===== src/rtl/tt_pkg.sv =====
// Shared types for the time-sync receiver: FSM encoding, default RX RAM word indices
// and the magnitude helper used by the lock and slew logic.
package tt_pkg;

  typedef enum logic [1:0] {
    ST_IDLE    = 2'd0,
    ST_CAPTURE = 2'd1,
    ST_CHECK   = 2'd2,
    ST_APPLY   = 2'd3
  } tt_state_e;

  localparam logic [8:0] TS_IDX_DEF  = 9'd3;
  localparam logic [8:0] SEQ_IDX_DEF = 9'd4;

  function automatic logic [31:0] abs32(input logic [31:0] v);
    return v[31] ? (~v + 32'd1) : v;
  endfunction

endpackage


===== src/rtl/tt_sync_rx_if.sv =====
// RX RAM write-stream snoop bus: frame delimiters plus the RAM write strobe/address/data.
interface tt_sync_rx_if;

  logic        rx_frame_start;
  logic        rx_wr_valid;
  logic [8:0]  rx_wr_addr;
  logic [31:0] rx_wr_data;
  logic        rx_frame_done;

  modport master (
    output rx_frame_start, rx_wr_valid, rx_wr_addr, rx_wr_data, rx_frame_done
  );

  modport slave (
    input rx_frame_start, rx_wr_valid, rx_wr_addr, rx_wr_data, rx_frame_done
  );

endinterface


===== src/rtl/tt_lock_monitor.sv =====
// Lock tracker: counts consecutive in-tolerance syncs and drops lock after a silence
// period with no accepted sync.
module tt_lock_monitor
  import tt_pkg::*;
#(
  parameter logic [31:0] LOCK_TOL = 32'd8,
  parameter logic [3:0]  LOCK_CNT = 4'd4,
  parameter logic [31:0] TIMEOUT  = 32'd125000000
) (
  input  logic        e_rxc,
  input  logic        reset,
  input  logic        sync_fire,
  input  logic [31:0] offset,
  output logic        sync_locked
);

  logic [3:0]  tol_cnt_q, tol_cnt_d;
  logic [31:0] silence_q, silence_d;
  logic        locked_q, locked_d;

  always_comb begin
    tol_cnt_d = tol_cnt_q;
    silence_d = silence_q;
    locked_d  = locked_q;
    if (sync_fire) begin
      silence_d = '0;
      if (abs32(offset) <= LOCK_TOL) begin
        if (tol_cnt_q < LOCK_CNT) tol_cnt_d = tol_cnt_q + 4'd1;
        if (tol_cnt_d >= LOCK_CNT) locked_d = 1'b1;
      end else begin
        tol_cnt_d = '0;
        locked_d  = 1'b0;
      end
    end else if (silence_q != TIMEOUT) begin
      // Silence timer saturates at TIMEOUT; the clear fires once on arrival.
      silence_d = silence_q + 32'd1;
      if (silence_d == TIMEOUT) begin
        locked_d  = 1'b0;
        tol_cnt_d = '0;
      end
    end
  end

  always_ff @(posedge e_rxc) begin
    if (reset) begin
      tol_cnt_q <= '0;
      silence_q <= '0;
      locked_q  <= 1'b0;
    end else begin
      tol_cnt_q <= tol_cnt_d;
      silence_q <= silence_d;
      locked_q  <= locked_d;
    end
  end

  assign sync_locked = locked_q;

endmodule


===== src/rtl/tt_sync_rx.sv =====
// Time-sync consumer: snoops RX RAM writes for peer timestamp/sequence, validates each
// frame and steps the local time counter. Define SYNC_SLEW_EN to slew small offsets.
module tt_sync_rx
  import tt_pkg::*;
#(
  parameter logic [8:0]  TS_IDX     = TS_IDX_DEF,
  parameter logic [8:0]  SEQ_IDX    = SEQ_IDX_DEF,
  parameter logic [31:0] LINK_DELAY = 32'd0,
  parameter logic [31:0] LOCK_TOL   = 32'd8,
  parameter logic [3:0]  LOCK_CNT   = 4'd4,
  parameter logic [31:0] TIMEOUT    = 32'd125000000,
  parameter logic [31:0] SLEW_MAX   = 32'd64
) (
  input  logic         e_rxc,
  input  logic         reset,
  tt_sync_rx_if.slave  rx,
  output logic [31:0]  local_time,
  output logic [31:0]  sync_seq,
  output logic [31:0]  sync_offset,
  output logic         sync_valid,
  output logic         sync_locked,
  output logic [15:0]  drop_count
);

  tt_state_e   state_q, state_d;
  logic        ts_ok_q, ts_ok_d, seq_ok_q, seq_ok_d, last_valid_q, last_valid_d;
  logic [31:0] peer_ts_q, peer_ts_d, peer_seq_q, peer_seq_d, elapsed_q, elapsed_d;
  logic [31:0] local_time_q, local_time_d, sync_seq_q, sync_seq_d;
  logic [31:0] sync_offset_q, sync_offset_d;
  logic        sync_valid_q, sync_valid_d;
  logic [15:0] drop_count_q, drop_count_d;
  logic [31:0] target, offset_calc;
  logic        apply_fire;
`ifdef SYNC_SLEW_EN
  logic signed [31:0] resid_q, resid_d;
`endif

  assign target      = peer_ts_q + LINK_DELAY + elapsed_q;
  assign offset_calc = target - (local_time_q + 32'd1);
  assign apply_fire  = (state_q == ST_APPLY);

  always_comb begin
    state_d       = state_q;
    ts_ok_d       = ts_ok_q;
    seq_ok_d      = seq_ok_q;
    last_valid_d  = last_valid_q;
    peer_ts_d     = peer_ts_q;
    peer_seq_d    = peer_seq_q;
    elapsed_d     = elapsed_q;
    sync_seq_d    = sync_seq_q;
    sync_offset_d = sync_offset_q;
    drop_count_d  = drop_count_q;
    sync_valid_d  = 1'b0;
    local_time_d  = local_time_q + 32'd1;
`ifdef SYNC_SLEW_EN
    resid_d = resid_q;
    if (resid_q > 0) begin
      local_time_d = local_time_q + 32'd2;
      resid_d      = resid_q - 32'sd1;
    end else if (resid_q < 0) begin
      local_time_d = local_time_q;
      resid_d      = resid_q + 32'sd1;
    end
`endif
    case (state_q)
      ST_IDLE: begin
        if (rx.rx_frame_start) begin
          state_d  = ST_CAPTURE;
          ts_ok_d  = 1'b0;
          seq_ok_d = 1'b0;
        end
      end
      ST_CAPTURE: begin
        // elapsed freezes on the done cycle so it counts cycles from TS write to done.
        if (rx.rx_frame_start) begin
          ts_ok_d  = 1'b0;
          seq_ok_d = 1'b0;
        end else if (ts_ok_q && !rx.rx_frame_done) begin
          elapsed_d = elapsed_q + 32'd1;
        end
        if (rx.rx_wr_valid && rx.rx_wr_addr == TS_IDX) begin
          peer_ts_d = rx.rx_wr_data;
          ts_ok_d   = 1'b1;
          elapsed_d = 32'd1;
        end
        if (rx.rx_wr_valid && rx.rx_wr_addr == SEQ_IDX) begin
          peer_seq_d = rx.rx_wr_data;
          seq_ok_d   = 1'b1;
        end
        if (rx.rx_frame_done && !rx.rx_frame_start) state_d = ST_CHECK;
      end
      ST_CHECK: begin
        if (!ts_ok_q || !seq_ok_q || (last_valid_q && peer_seq_q == sync_seq_q)) begin
          if (drop_count_q != 16'hFFFF) drop_count_d = drop_count_q + 16'd1;
          state_d = ST_IDLE;
        end else begin
          state_d = ST_APPLY;
        end
      end
      ST_APPLY: begin
        sync_offset_d = offset_calc;
        sync_seq_d    = peer_seq_q;
        last_valid_d  = 1'b1;
        sync_valid_d  = 1'b1;
        state_d       = ST_IDLE;
`ifdef SYNC_SLEW_EN
        if (abs32(offset_calc) <= SLEW_MAX) begin
          local_time_d = local_time_q + 32'd1;
          resid_d      = $signed(offset_calc);
        end else begin
          local_time_d = target;
          resid_d      = '0;
        end
`else
        local_time_d = target;
`endif
      end
      default: state_d = ST_IDLE;
    endcase
  end

  always_ff @(posedge e_rxc) begin
    if (reset) begin
      state_q       <= ST_IDLE;
      ts_ok_q       <= 1'b0;
      seq_ok_q      <= 1'b0;
      last_valid_q  <= 1'b0;
      peer_ts_q     <= '0;
      peer_seq_q    <= '0;
      elapsed_q     <= '0;
      local_time_q  <= '0;
      sync_seq_q    <= '0;
      sync_offset_q <= '0;
      sync_valid_q  <= 1'b0;
      drop_count_q  <= '0;
`ifdef SYNC_SLEW_EN
      resid_q       <= '0;
`endif
    end else begin
      state_q       <= state_d;
      ts_ok_q       <= ts_ok_d;
      seq_ok_q      <= seq_ok_d;
      last_valid_q  <= last_valid_d;
      peer_ts_q     <= peer_ts_d;
      peer_seq_q    <= peer_seq_d;
      elapsed_q     <= elapsed_d;
      local_time_q  <= local_time_d;
      sync_seq_q    <= sync_seq_d;
      sync_offset_q <= sync_offset_d;
      sync_valid_q  <= sync_valid_d;
      drop_count_q  <= drop_count_d;
`ifdef SYNC_SLEW_EN
      resid_q       <= resid_d;
`endif
    end
  end

  tt_lock_monitor #(
    .LOCK_TOL (LOCK_TOL),
    .LOCK_CNT (LOCK_CNT),
    .TIMEOUT  (TIMEOUT)
  ) u_lock (
    .e_rxc       (e_rxc),
    .reset       (reset),
    .sync_fire   (apply_fire),
    .offset      (offset_calc),
    .sync_locked (sync_locked)
  );

  assign local_time  = local_time_q;
  assign sync_seq    = sync_seq_q;
  assign sync_offset = sync_offset_q;
  assign sync_valid  = sync_valid_q;
  assign drop_count  = drop_count_q;

endmodule

===== src/flat_wrapper.sv =====
// flat-port wrapper written by rule: the top's interface ports become plain ports
module tt_sync_rx_flat import tt_pkg::*;
#(
  parameter logic [8:0]  TS_IDX     = TS_IDX_DEF,
  parameter logic [8:0]  SEQ_IDX    = SEQ_IDX_DEF,
  parameter logic [31:0] LINK_DELAY = 32'd0,
  parameter logic [31:0] LOCK_TOL   = 32'd8,
  parameter logic [3:0]  LOCK_CNT   = 4'd4,
  parameter logic [31:0] TIMEOUT    = 32'd125000000,
  parameter logic [31:0] SLEW_MAX   = 32'd64
)
  (e_rxc, reset, local_time, sync_seq, sync_offset, sync_valid, sync_locked, drop_count, rx_rx_frame_start, rx_rx_wr_valid, rx_rx_wr_addr, rx_rx_wr_data, rx_rx_frame_done);
  tt_sync_rx_if rx_i ();
  input  logic e_rxc;
  input  logic reset;
  output logic [31:0] local_time;
  output logic [31:0] sync_seq;
  output logic [31:0] sync_offset;
  output logic sync_valid;
  output logic sync_locked;
  output logic [15:0] drop_count;
  input wire logic [$bits(rx_i.rx_frame_start)-1:0] rx_rx_frame_start;
  input wire logic [$bits(rx_i.rx_wr_valid)-1:0] rx_rx_wr_valid;
  input wire logic [$bits(rx_i.rx_wr_addr)-1:0] rx_rx_wr_addr;
  input wire logic [$bits(rx_i.rx_wr_data)-1:0] rx_rx_wr_data;
  input wire logic [$bits(rx_i.rx_frame_done)-1:0] rx_rx_frame_done;
  assign rx_i.rx_frame_start = rx_rx_frame_start;
  assign rx_i.rx_wr_valid = rx_rx_wr_valid;
  assign rx_i.rx_wr_addr = rx_rx_wr_addr;
  assign rx_i.rx_wr_data = rx_rx_wr_data;
  assign rx_i.rx_frame_done = rx_rx_frame_done;
  tt_sync_rx #(.TS_IDX(TS_IDX), .SEQ_IDX(SEQ_IDX), .LINK_DELAY(LINK_DELAY), .LOCK_TOL(LOCK_TOL), .LOCK_CNT(LOCK_CNT), .TIMEOUT(TIMEOUT), .SLEW_MAX(SLEW_MAX)) u_core (.e_rxc(e_rxc), .reset(reset), .rx(rx_i), .local_time(local_time), .sync_seq(sync_seq), .sync_offset(sync_offset), .sync_valid(sync_valid), .sync_locked(sync_locked), .drop_count(drop_count));
endmodule

===== config.mk =====
export PLATFORM = sky130hd
export DESIGN_NAME = tt_sync_rx_flat
export DESIGN_NICKNAME = d
export VERILOG_FILES = /design/src/rtl/tt_pkg.sv /design/src/rtl/tt_sync_rx_if.sv /design/src/rtl/tt_lock_monitor.sv /design/src/rtl/tt_sync_rx.sv /design/src/flat_wrapper.sv
export SDC_FILE = /design/constraint.sdc
export NUM_CORES = 1
export LEC_CHECK = 0
export BUFFER_PORTS_ARGS = -buffer_cell sky130_fd_sc_hd__buf_2
export CAP_MARGIN = 10
export CORE_ASPECT_RATIO = 2
export CORE_MARGIN = 4
export CORE_UTILIZATION = 60
export DETAILED_ROUTE_END_ITERATION = 8
export GPL_TIMING_DRIVEN = 1
export PLACE_DENSITY = 0.81
export SYNTH_ARGS = -nofsm -noshare
export SYNTH_HDL_FRONTEND = slang
export SYNTH_HIERARCHICAL = 1
export SYNTH_SLANG_ARGS = --single-unit

===== constraint.sdc =====
create_clock -name e_rxc -period 18.9 [get_ports e_rxc]
set_input_delay 0.945 -clock e_rxc [delete_from_list [all_inputs] [get_ports e_rxc]]
set_output_delay 0.945 -clock e_rxc [all_outputs]
set_load 0.05 [all_outputs]

==> impl_metrics.tcl <==
set metrics [dict create \
    status "completed" \
    core_um2 24600 \
    synthTopCellsByArea "dfxtp_1, nand2_1, xnor2_1" \
    fin_setup_tns_ps 0 \
    grt_use_total_pct 31.4 \
    relSlewSlack_pct 17.9 \
    numCtsBuffers 24 \
    clock_skew_ps 14.3 \
    crit_arrival_ps 7590 \
    grt_pass1_wl_um 71900 \
    tritoncts "built" \
    final_cells 2350 \
    cts_hold_buf 0 \
    rows 81 \
    pin_count 160 \
    drc 0 \
    cap_violations 0 \
    fmax_mhz 140 \
    port_buffers 159 \
    start_kind "flip-flop" \
    critPathMaxStageDelay_ps 550 \
    die_w_um 120 \
    setup_violations 0 \
    crit_type "reg -> reg" \
    antenna_cells 0 \
    clock-sinks 251 \
    clk_latency_ps 540 \
    p_leak_nw 7.15 \
    preCtsSetupSlack_ps 12020 \
    synthCells 1889 \
    clockBufferDepth 3 \
    ir_drop_uv 85.9 \
    hp-start "u_core/sync_offset[22]" \
    hpwl_um 33200 \
    min_period_over_period_pct 37.7 \
    overflow 0 \
    endpoint_kind "flip-flop" \
    cts.reportedPaths.clkPinSlew_ps 70 \
    wire_per_inst_um 18.9 \
    globalplace.congestion 0.957 \
    post_route_cells_drive_above_1_share_pct 12.7 \
    async_reset_ff_share_pct 0 \
    grt_start_max_net_pins 109 \
    ys_types 94 \
    area_growth_pct 12.2 \
    setup.worst_path.start "u_core/elapsed_q[0]" \
    drtIter0Drc 947 \
    crit_slowest_cell "or4_1" \
    viasPerCell 6.09 \
    dp_cells 2307 \
    crit_buf_inv 0 \
    power_density_nw_per_um2 69.6 \
    drv_slew 0 \
    syn_area_um2 15100 \
    synth_seq_area_share_pct 33.3 \
    die_h_um 232 \
    grt_antenna_before_repair 0 \
    r2r-start "u_core/elapsed_q[0]" \
    rsz0062_at_grt "false" \
    synth_seq_cells 251 \
    cp_top_family "compound AO/OA/AOI/OAI gates" \
    start_util_pct 61.3 \
    yosysTopAreaCellShare_pct 33.3 \
    routed_wl_um 44400 \
    synth_edf_count 0 \
    yosysTopAreaCell "dfxtp_1" \
    hold_class "reg -> reg" \
    grt_pass1_vias 14225 \
    avgSynthCellArea_um2 8.00 \
    h-tree-depth 1 \
    synth_fp_nets 1997 \
    final_hold_viol_count 0 \
    ant_nets 0 \
    cts_root_buffer "clkbuf_16" \
    vias 14309 \
    fin_nets 2109 \
    fin_ws_ps 11770 \
    post-cts-setup-buffer-count 0 \
    yosys_warnings 6 \
    synthFlopType "dfxtp_1" \
    synth_common_cells "nand2_1, dfxtp_1, nor2_1" \
    crit_path_max_fanout 8 \
    fin_crit_ps 7130 \
    yosysMostFrequentCell "nand2_1" \
    cp_data_required_time_ps 19360 \
    first_pass_iters 5 \
    dieArea_um2 27900 \
    worstMarginPinSlew_ps 1230 \
    post_cts_resized 0 \
]
## worst reg2reg max path, cell delays in order (launching register included)
cell	delay (ps)
dfxtp_1	360
ha_1	240
fa_1	470
a211oi_2	250
o21ai_2	150
a21o_1	190
a21oi_1	170
xnor2_1	180
ha_1	340
a21o_1	200
o21ai_0	300
o221ai_2	170
a221o_1	350
a31o_1	260
a41o_1	320
a221o_1	400
a221oi_2	250
o21bai_1	140
xnor2_1	260
or4_1	550
nor3_1	380
o22ai_1	150
a221oi_1	250
nor2_1	70
a211o_1	290
o21a_1	230
nor2_1	130
## power breakdown
group          leakage, nW  internal (W)  switching, W
registers             2.02      0.000531    0.00000309
clock network        0.419      0.000307      0.000219
logic                 4.71     0.0000383     0.0000801
## cell type report
cell class	instances	area, um2
timing repair buffer	173	907
inverter	40	150
tap	332	415
clock inverter	13	191
sequential	251	5020
clock buffer	30	664
fill	2099	7670
multi-input combinational	1511	9600
## metal layers
metal / global-route usage (%) / up-vias / share of wire [%]
met2: 59.9 / 502 / 53
met4: 18.4 / 0 / 6.5
met1: 32.3 / 6740 / 36
li1: - / 6913 / -
met3: 3.65 / 154 / 4.3
met5: 0 / - / 0
## stage by stage
stage / power (W) / instance area, um2 / utilization [%] / hold WS (ps)
finish: 0.00118 / 17000 / 68.8 / 451
global route: 0.00122 / 17000 / 68.8 / 474
CTS: 0.00118 / 17000 / 68.8 / 453
detailed placement: 0.000661 / 16100 / 65.4 / 444
global placement: 0.000661 / 16100 / 65.4 / 440
floorplan: 0.000624 / 15100 / - / 437
## worst paths after layout
kind / slack [ps] / endpoint / cells past startpoint
hold / removal: 450 / u_core/sync_offset[22] / 2
setup / recovery: 11770 / u_core/u_lock/tol_cnt_q[2] / 26
hold reg to reg: 450 / u_core/sync_offset[22] / 2
setup reg to reg: 11770 / u_core/u_lock/tol_cnt_q[2] / 26
## registers in the layout, indices dropped and copies added (netlist names)
| signal | cells |
|---|---|
| u_core/elapsed_q | 32 |
| u_core/u_lock/sync_locked | 1 |
| u_core/local_time | 32 |
| u_core/drop_count | 16 |
| u_core/state_q | 2 |
| u_core/seq_ok_q | 1 |
| u_core/sync_valid | 1 |
| u_core/sync_offset | 32 |
| u_core/u_lock/silence_q | 32 |
| u_core/peer_seq_q | 32 |
| u_core/last_valid_q | 1 |
| u_core/u_lock/tol_cnt_q | 4 |
| u_core/sync_seq | 32 |
| u_core/peer_ts_q | 32 |
| u_core/ts_ok_q | 1 |
## cells in the final DEF, fill, tap and decap left out, types with 25 or more instances in the layout
master     instances
nand4_1           37
xnor2_1          102
nor3_1            39
and3_1            36
buf_2            158
nand3_1           63
xor2_1           101
a21oi_1          164
inv_1             39
ha_1              60
nand2_1          274
a211oi_1          40
dfxtp_1          251
nor2_1           210
clkbuf_16         25
o21ai_0           35
mux2i_1           37
## logic make-up after synthesis
family	share of synthesized area, %
buffers and inverters	3.29
AO/OA/AOI/OAI	17.2
AND/OR/NAND/NOR	25.4
adder cells (fa/ha/maj)	5.43
XOR/XNOR	12.6
flip-flops	33.3
multiplexers	2.75
Power figures use the tool's default switching activity.
